`config.mk`:
```
export PLATFORM = sky130hd
export DESIGN_NAME = seg7_scanner_flat
export DESIGN_NICKNAME = d
export VERILOG_FILES = /design/src/rtl/seg7_pkg.sv /design/src/rtl/seg7_scanner_if.sv /design/src/rtl/seg7_decode.sv /design/src/rtl/seg7_scanner.sv /design/src/flat_wrapper.sv
export SDC_FILE = /design/constraint.sdc
export NUM_CORES = 1
export LEC_CHECK = 0
export BUFFER_PORTS_ARGS = -buffer_cell sky130_fd_sc_hd__buf_2
export CAP_MARGIN = 20
export CORE_UTILIZATION = 45
export DETAILED_ROUTE_END_ITERATION = 8
export GPL_ROUTABILITY_DRIVEN = 0
export PLACE_DENSITY = 0.74
export RECOVER_POWER = 100
export SYNTH_ARGS = -nofsm -noshare
export SYNTH_HDL_FRONTEND = slang
export SYNTH_HIERARCHICAL = 1
export SYNTH_SLANG_ARGS = --single-unit
```
`constraint.sdc`:
```
create_clock -name clk -period 5.7 [get_ports clk]
set_clock_uncertainty 0.2 [all_clocks]
set_input_delay 1.14 -clock clk [delete_from_list [all_inputs] [get_ports clk]]
set_output_delay 1.14 -clock clk [all_outputs]
set_load 0.02 [all_outputs]
```
`src/rtl/seg7_pkg.sv`:
```
// Shared constants for the seven-segment scanner: hex glyph table, blank pattern
// and a constant-width helper.
package seg7_pkg;

    localparam logic [7:0] SEG_OFF = 8'hFF;

    // Active-low {dp, g..a}; dp bit is 1 (off) in every entry.
    localparam logic [7:0] HEX_SEG [16] = '{
        8'hC0, 8'hF9, 8'hA4, 8'hB0, 8'h99, 8'h92, 8'h82, 8'hF8,
        8'h80, 8'h90, 8'h88, 8'h83, 8'hC6, 8'hA1, 8'h86, 8'h8E
    };

    // Bits needed to hold 0..value-1, never less than 1.
    function automatic int unsigned clog2(input int unsigned value);
        int unsigned result;
        result = 0;
        for (int i = 0; i < 32; i++) begin
            if ((64'(1) << i) < 64'(value)) begin
                result = i + 1;
            end
        end
        return (result == 0) ? 1 : result;
    endfunction

endpackage

```
`src/rtl/seg7_scanner_if.sv`:
```
// Display register bundle between the CPU-visible registers and the scanner,
// plus the scanned anode/segment lines and frame strobe.
interface seg7_scanner_if #(
    parameter int unsigned DIGITS   = 8,
    parameter int unsigned BRIGHT_W = 4
) ();

    logic [4*DIGITS-1:0] data;
    logic [DIGITS-1:0]   dp;
    logic [DIGITS-1:0]   digit_en;
    logic                blank_lz;
    logic [BRIGHT_W-1:0] brightness;
    logic [DIGITS-1:0]   an;
    logic [7:0]          seg;
    logic                frame_done;

    modport master (
        output data, dp, digit_en, blank_lz, brightness,
        input  an, seg, frame_done
    );

    modport slave (
        input  data, dp, digit_en, blank_lz, brightness,
        output an, seg, frame_done
    );

endinterface

```
`src/rtl/seg7_decode.sv`:
```
// Combinational hex nibble to active-low g..a segment decode.
module seg7_decode
    import seg7_pkg::*;
(
    input  logic [3:0] nibble,
    output logic [6:0] segs
);

    always_comb begin
        segs = HEX_SEG[nibble][6:0];
    end

endmodule

```
`src/rtl/seg7_scanner.sv`:
```
// Multiplexed seven-segment scanner: prescaler, slot counter, frame-coherent
// shadow registers, leading-zero/PWM qualification and registered outputs.
module seg7_scanner
    import seg7_pkg::*;
#(
    parameter int unsigned DIGITS    = 8,
    parameter int unsigned SCAN_DIV  = 2500,
    parameter int unsigned BRIGHT_W  = 4,
    parameter int unsigned BLANK_CYC = 2
) (
    input logic           clk,
    input logic           rst_n,
    seg7_scanner_if.slave bus
);

    localparam int unsigned PW = clog2(SCAN_DIV);
    localparam int unsigned SW = clog2(DIGITS);
    localparam int unsigned OW = BRIGHT_W + clog2(SCAN_DIV) + 1;

    localparam logic [PW-1:0] PCNT_LAST  = PW'(SCAN_DIV - 1);
    localparam logic [PW-1:0] PCNT_BLANK = PW'(BLANK_CYC);
    localparam logic [SW-1:0] SEL_LAST   = SW'(DIGITS - 1);
    localparam logic [OW-1:0] DIV_EXT    = OW'(SCAN_DIV);

    if (DIGITS < 2 || DIGITS > 16) begin : g_bad_digits
        $error("seg7_scanner: DIGITS must be within 2..16");
    end
    if (SCAN_DIV < (1 << BRIGHT_W)) begin : g_bad_div_bright
        $error("seg7_scanner: SCAN_DIV must be at least 2**BRIGHT_W");
    end
    if (SCAN_DIV <= BLANK_CYC) begin : g_bad_div_blank
        $error("seg7_scanner: SCAN_DIV must exceed BLANK_CYC");
    end

    logic [PW-1:0]       pcnt;
    logic [SW-1:0]       sel;

    logic [4*DIGITS-1:0] data_s;
    logic [DIGITS-1:0]   dp_s;
    logic [DIGITS-1:0]   en_s;
    logic                lz_s;
    logic [BRIGHT_W-1:0] bright_s;

    logic [DIGITS-1:0]   an_q;
    logic [7:0]          seg_q;
    logic                frame_done_q;

    logic                tick;
    logic                frame_end;
    logic [OW-1:0]       on_len;
    logic                blanked;
    logic                lit;
    logic [3:0]          nibble;
    logic [6:0]          dec_seg;
    logic [DIGITS-1:0]   an_next;
    logic [7:0]          seg_next;

    seg7_decode u_decode (
        .nibble (nibble),
        .segs   (dec_seg)
    );

    always_comb begin
        tick      = (pcnt == PCNT_LAST);
        frame_end = tick && (sel == SEL_LAST);
        on_len    = ((OW'(bright_s) + OW'(1)) * DIV_EXT) >> BRIGHT_W;
        nibble    = data_s[4*sel +: 4];
        // Shifting out the lower nibbles leaves exactly digits sel..DIGITS-1.
        blanked   = lz_s && (sel != '0) && ((data_s >> (4*sel)) == '0);
        lit       = (pcnt >= PCNT_BLANK) && (OW'(pcnt) < on_len) && en_s[sel] && !blanked;
        an_next   = '1;
        seg_next  = SEG_OFF;
        if (lit) begin
            an_next  = ~(DIGITS'(1) << sel);
            seg_next = {~dp_s[sel], dec_seg};
        end
    end

    always_ff @(posedge clk or negedge rst_n) begin
        if (!rst_n) begin
            pcnt         <= '0;
            sel          <= '0;
            data_s       <= '0;
            dp_s         <= '0;
            en_s         <= '0;
            lz_s         <= 1'b0;
            bright_s     <= '0;
            an_q         <= '1;
            seg_q        <= SEG_OFF;
            frame_done_q <= 1'b0;
        end else begin
            pcnt <= tick ? '0 : pcnt + PW'(1);
            if (tick) begin
                sel <= (sel == SEL_LAST) ? '0 : sel + SW'(1);
            end
            // Shadows change only between frames so a frame never shows torn data.
            if (frame_end) begin
                data_s   <= bus.data;
                dp_s     <= bus.dp;
                en_s     <= bus.digit_en;
                lz_s     <= bus.blank_lz;
                bright_s <= bus.brightness;
            end
            frame_done_q <= frame_end;
            an_q         <= an_next;
            seg_q        <= seg_next;
        end
    end

    assign bus.an         = an_q;
    assign bus.seg        = seg_q;
    assign bus.frame_done = frame_done_q;

endmodule

```
`src/flat_wrapper.sv`:
```
// flat-port wrapper written by rule: the top's interface ports become plain ports
module seg7_scanner_flat import seg7_pkg::*;
#(
    parameter int unsigned DIGITS    = 8,
    parameter int unsigned SCAN_DIV  = 2500,
    parameter int unsigned BRIGHT_W  = 4,
    parameter int unsigned BLANK_CYC = 2
)
  (clk, rst_n, bus_data, bus_dp, bus_digit_en, bus_blank_lz, bus_brightness, bus_an, bus_seg, bus_frame_done);
  seg7_scanner_if #(.DIGITS(DIGITS), .BRIGHT_W(BRIGHT_W)) bus_i ();
  input logic clk;
  input logic rst_n;
  input wire logic [$bits(bus_i.data)-1:0] bus_data;
  input wire logic [$bits(bus_i.dp)-1:0] bus_dp;
  input wire logic [$bits(bus_i.digit_en)-1:0] bus_digit_en;
  input wire logic [$bits(bus_i.blank_lz)-1:0] bus_blank_lz;
  input wire logic [$bits(bus_i.brightness)-1:0] bus_brightness;
  output wire logic [$bits(bus_i.an)-1:0] bus_an;
  output wire logic [$bits(bus_i.seg)-1:0] bus_seg;
  output wire logic [$bits(bus_i.frame_done)-1:0] bus_frame_done;
  assign bus_i.data = bus_data;
  assign bus_i.dp = bus_dp;
  assign bus_i.digit_en = bus_digit_en;
  assign bus_i.blank_lz = bus_blank_lz;
  assign bus_i.brightness = bus_brightness;
  assign bus_an = bus_i.an;
  assign bus_seg = bus_i.seg;
  assign bus_frame_done = bus_i.frame_done;
  seg7_scanner #(.DIGITS(DIGITS), .SCAN_DIV(SCAN_DIV), .BRIGHT_W(BRIGHT_W), .BLANK_CYC(BLANK_CYC)) u_core (.clk(clk), .rst_n(rst_n), .bus(bus_i));
endmodule
```
==> flow_metrics.py <==
metrics = {
    "run_status": {
        "status": "complete, but fails checks",
        "violations": "capacitance limit, slew limit",
    },
    "detailed_routing": {
        "wl_met1_mm": 4.933,
        "ant_nets": 0,
        "drt_iter0_markers": 140,
        "vias": 3533,
        "drc_errors": 0,
        "routedWlPerCell_um": 15.72,
        "wl_met2_mm": 4.651,
        "wirelength_mm": 10.22,
        "wl_met3_um": 501,
        "via_per_inst": 5.435,
        "highest_layer": "met4",
        "firstDrtPassIters": 4,
    },
    "pwr": {
        "vdd_drop_max_uv": 184.4,
        "seqPwrFrac": 0.438,
        "p_int_mw": 1.123,
        "switching_power_uw": 363.2,
        "swShare": 0.2443,
        "p_leak_nw": 2.653,
        "power_frac_clock": 0.424,
        "powerDensity_mw_per_mm2": 254.6,
        "p_comb_frac": 0.138,
    },
    "floorplan": {
        "die_h_um": 108.3,
        "rows": 38,
        "io_pins": 72,
        "die_x_um": 108.3,
        "design.core.area_mm2": 0.01094,
        "initial_utilization": 0.4648,
        "die-area_mm2": 0.01172,
    },
    "cts": {
        "cts_buffer_depth": 2,
        "cts_hold_buf": 0,
        "tritoncts": "yes",
        "clk_pin_slew_worst_paths_ps": 60,
        "clk_latency_ps": 340,
        "cts_root_buffer": "clkbuf_16",
        "numCtsBuffers": 9,
        "clock_sinks": 85,
        "htree_levels": 3,
        "cts_resized": 0,
        "post_cts_buffers": 0,
    },
    "synth": {
        "ys.flop_type": "dfrtp_1",
        "syn_avg_cell_area_um2": 11.63,
        "ys_async_sr_fraction": 1.000,
        "syn_inst": 437,
        "synth_cell_types": 50,
        "synth_warnings": 6,
        "syn_nets": 546,
        "synth_edf_count": 0,
        "synth-seq-cells": 85,
        "synth.cell_area_mm2": 0.005082,
        "yosysSeqAreaShare": 0.4225,
    },
    "timing": {
        "finalSetupViolCount": 0,
        "fmax_ghz": 0.1961,
        "rsz0062_at_grt": "false",
        "slew_violations": 99,
        "min_period_over_period": 0.8945,
        "final.setup.worst_slack_ps": 601.5,
        "max_slew_margin": -0.7880,
        "min_period_ps": 5099,
        "worst_slew_pin_slew_ps": 2682,
        "tns_ps": 0,
        "hold_violations": 0,
    },
    "global_routing": {
        "grt_pass1_vias": 3570,
        "grt_max_degree": 86,
        "grt_overflow": 0,
        "antenna_found_initial": 0,
        "grt_pass1_wl_mm": 17.28,
        "groute.usage.overall": 0.1927,
    },
    "critical_path": {
        "cp_common_cell": "a21oi_1",
        "critPathLaunchType": "flop",
        "crit_slowest_cell": "fa_1",
        "slowest_delay_ps": 560,
        "critPathKind": "reg2reg",
        "cp_top_family": "adder cells",
        "worst-path-buf-inv": 5,
        "crit_fanout": 16,
        "end_kind": "flop",
        "crit_chain": "nand3_1, xnor2_1, inv_1, fa_1, ha_1, inv_1, fa_1, inv_1, ha_1, inv_1, a21oi_1, o21ai_0, a21oi_1, xnor2_1, ha_1, a21oi_1, o211ai_1, nor3_1, a21oi_1, a21oi_1, buf_4, nand4_1",
        "arrival_ps": 5110,
        "crit_required_ps": 5710,
    },
    "placed_design": {
        "port_buffers": 71,
        "dpl.cell_count": 633,
        "dp_hpwl_mm": 7.647,
        "dp_slack_ps": 679.9,
    },
    "final_layout": {
        "fin_nets": 614,
        "drive_gt1_frac": 0.2333,
        "area_delta_synth_final_pct": 14.87,
        "finish.utilization": 0.5339,
        "final_cells": 650,
        "antenna_cells": 0,
    },
    "run": {
        "maxCapViolations": 2,
    },
    "worst_hold_path": {
        "hp-class": "reg2reg",
    },
}
## flip-flops by register name, indices dropped and copies added, names as in the netlist
| signal | cells |
|---|---|
| u_core/en_s | 8 |
| u_core/bus.an | 8 |
| u_core/bright_s | 4 |
| u_core/bus.frame_done | 1 |
| u_core/bus.seg | 8 |
| u_core/data_s | 32 |
| u_core/dp_s | 8 |
| u_core/lz_s | 1 |
| u_core/sel | 3 |
| u_core/pcnt | 12 |
## worst register-to-register path, cell delays in order (launching register included)
cell and delay, ps:
dfrtp_1 470, nand3_1 130, xnor2_1 350, inv_1 210
fa_1 560, ha_1 150, inv_1 50, fa_1 480
inv_1 50, ha_1 290, inv_1 90, a21oi_1 50
o21ai_0 210, a21oi_1 110, xnor2_1 140, ha_1 310
a21oi_1 210, o211ai_1 120, nor3_1 160, a21oi_1 100
a21oi_1 160, buf_4 250, nand4_1 130
## final timing paths
path / endpoint / cells past startpoint / slack, ps / from
min: u_core/en_s[5] / 1 / 290 / u_core/en_s[5]
max: u_core/bus.an[5] / 22 / 600 / u_core/bright_s[0]
min in group asynchronous: u_core/pcnt[10] / 1 / 870 / rst_n
min reg2reg: u_core/en_s[5] / 1 / 290 / u_core/en_s[5]
max in group asynchronous: u_core/bright_s[3] / 2 / 1020 / rst_n
max reg2reg: u_core/bus.an[5] / 22 / 600 / u_core/bright_s[0]
## cells in the mapped netlist (all sizes together) (10+ instances only)
library cell	number	area share
dfrtp	69	0.34
nor2	23	0.017
nand2	22	0.016
nand3	18	0.021
a21oi	15	0.015
mux4	12	0.053
o21ai	17	0.017
mux2	56	0.12
clkbuf	11	0.0081
ha	50	0.12
nand4	10	0.012
nor3	10	0.011
dfstp	16	0.083
xnor2	12	0.021
inv	24	0.018
## metal layers
| layer | global-route usage | vias to the layer above |
|---|---|---|
| li1 | - | 1715 |
| met1 | 0.2645 | 1716 |
| met2 | 0.2971 | 89 |
| met3 | 0.05003 | 13 |
| met4 | 0.06467 | 0 |
| met5 | 0 | - |
## cells by family after synthesis
logic type / synth area share
and+or+nand+nor: 0.1253
DFF: 0.4225
muxes: 0.1832
adders and majority gates: 0.1388
AOI/OAI and AO/OA: 0.06377
buffers and inverters: 0.03545
xor gates and xnor gates: 0.03102
## final cells by class
type	instances	area, um^2
clock buffer	11	242.7
tap	140	175.2
fill	957	5097
multi-input combinational	311	2745
timing repair buffer	74	354.1
inverter	24	90.09
sequential	85	2147
clock inverter	5	83.83
## cell usage in the layout, fill, tap and decap left out, types with 3 or more instances in the layout
master,synthesis,layout
nand4_1,10,10
nand2_1,22,22
a21o_1,4,4
clkbuf_16,0,9
mux2_1,52,52
or2_2,3,3
fa_1,4,4
o22ai_1,3,3
o21ai_0,7,11
ha_1,50,50
inv_1,20,20
o211ai_1,3,3
a21oi_1,15,15
mux4_2,12,12
mux2_2,4,4
nor4_1,7,7
buf_2,3,53
nand2b_1,3,3
inv_2,4,4
xnor2_1,12,12
mux2i_1,3,3
nand3_1,15,17
clkbuf_1,11,20
dfrtp_1,69,69
nor2_1,23,23
o21ai_1,10,6
nand3b_2,7,7
and3_1,4,4
nor3_1,9,9
xor2_1,6,6
dfstp_2,16,16
## through the flow
| stage | power, mW | instance area (um^2) | hold slack, ps |
|---|---|---|---|
| detailed placement | 0.8689 | 5543 | 280.3 |
| global route | 1.560 | 5838 | 310.9 |
| floorplan | 0.7986 | 5082 | 258.7 |
| finish | 1.487 | 5838 | 290.0 |
| CTS | 1.504 | 5869 | 294.2 |
| global placement | 0.8610 | 5543 | 269.4 |
## power by group through the flow
stage / combinational (mW) / sequential [mW] / clock, mW
3_5_place_dp: 0.207 / 0.662 / 0
5_1_grt: 0.235 / 0.654 / 0.671
2_1_floorplan: 0.134 / 0.664 / 0
4_1_cts: 0.209 / 0.651 / 0.644
6_report: 0.205 / 0.651 / 0.631
3_3_place_gp: 0.200 / 0.661 / 0
Note: power is estimated with default switching activity, not from simulation.
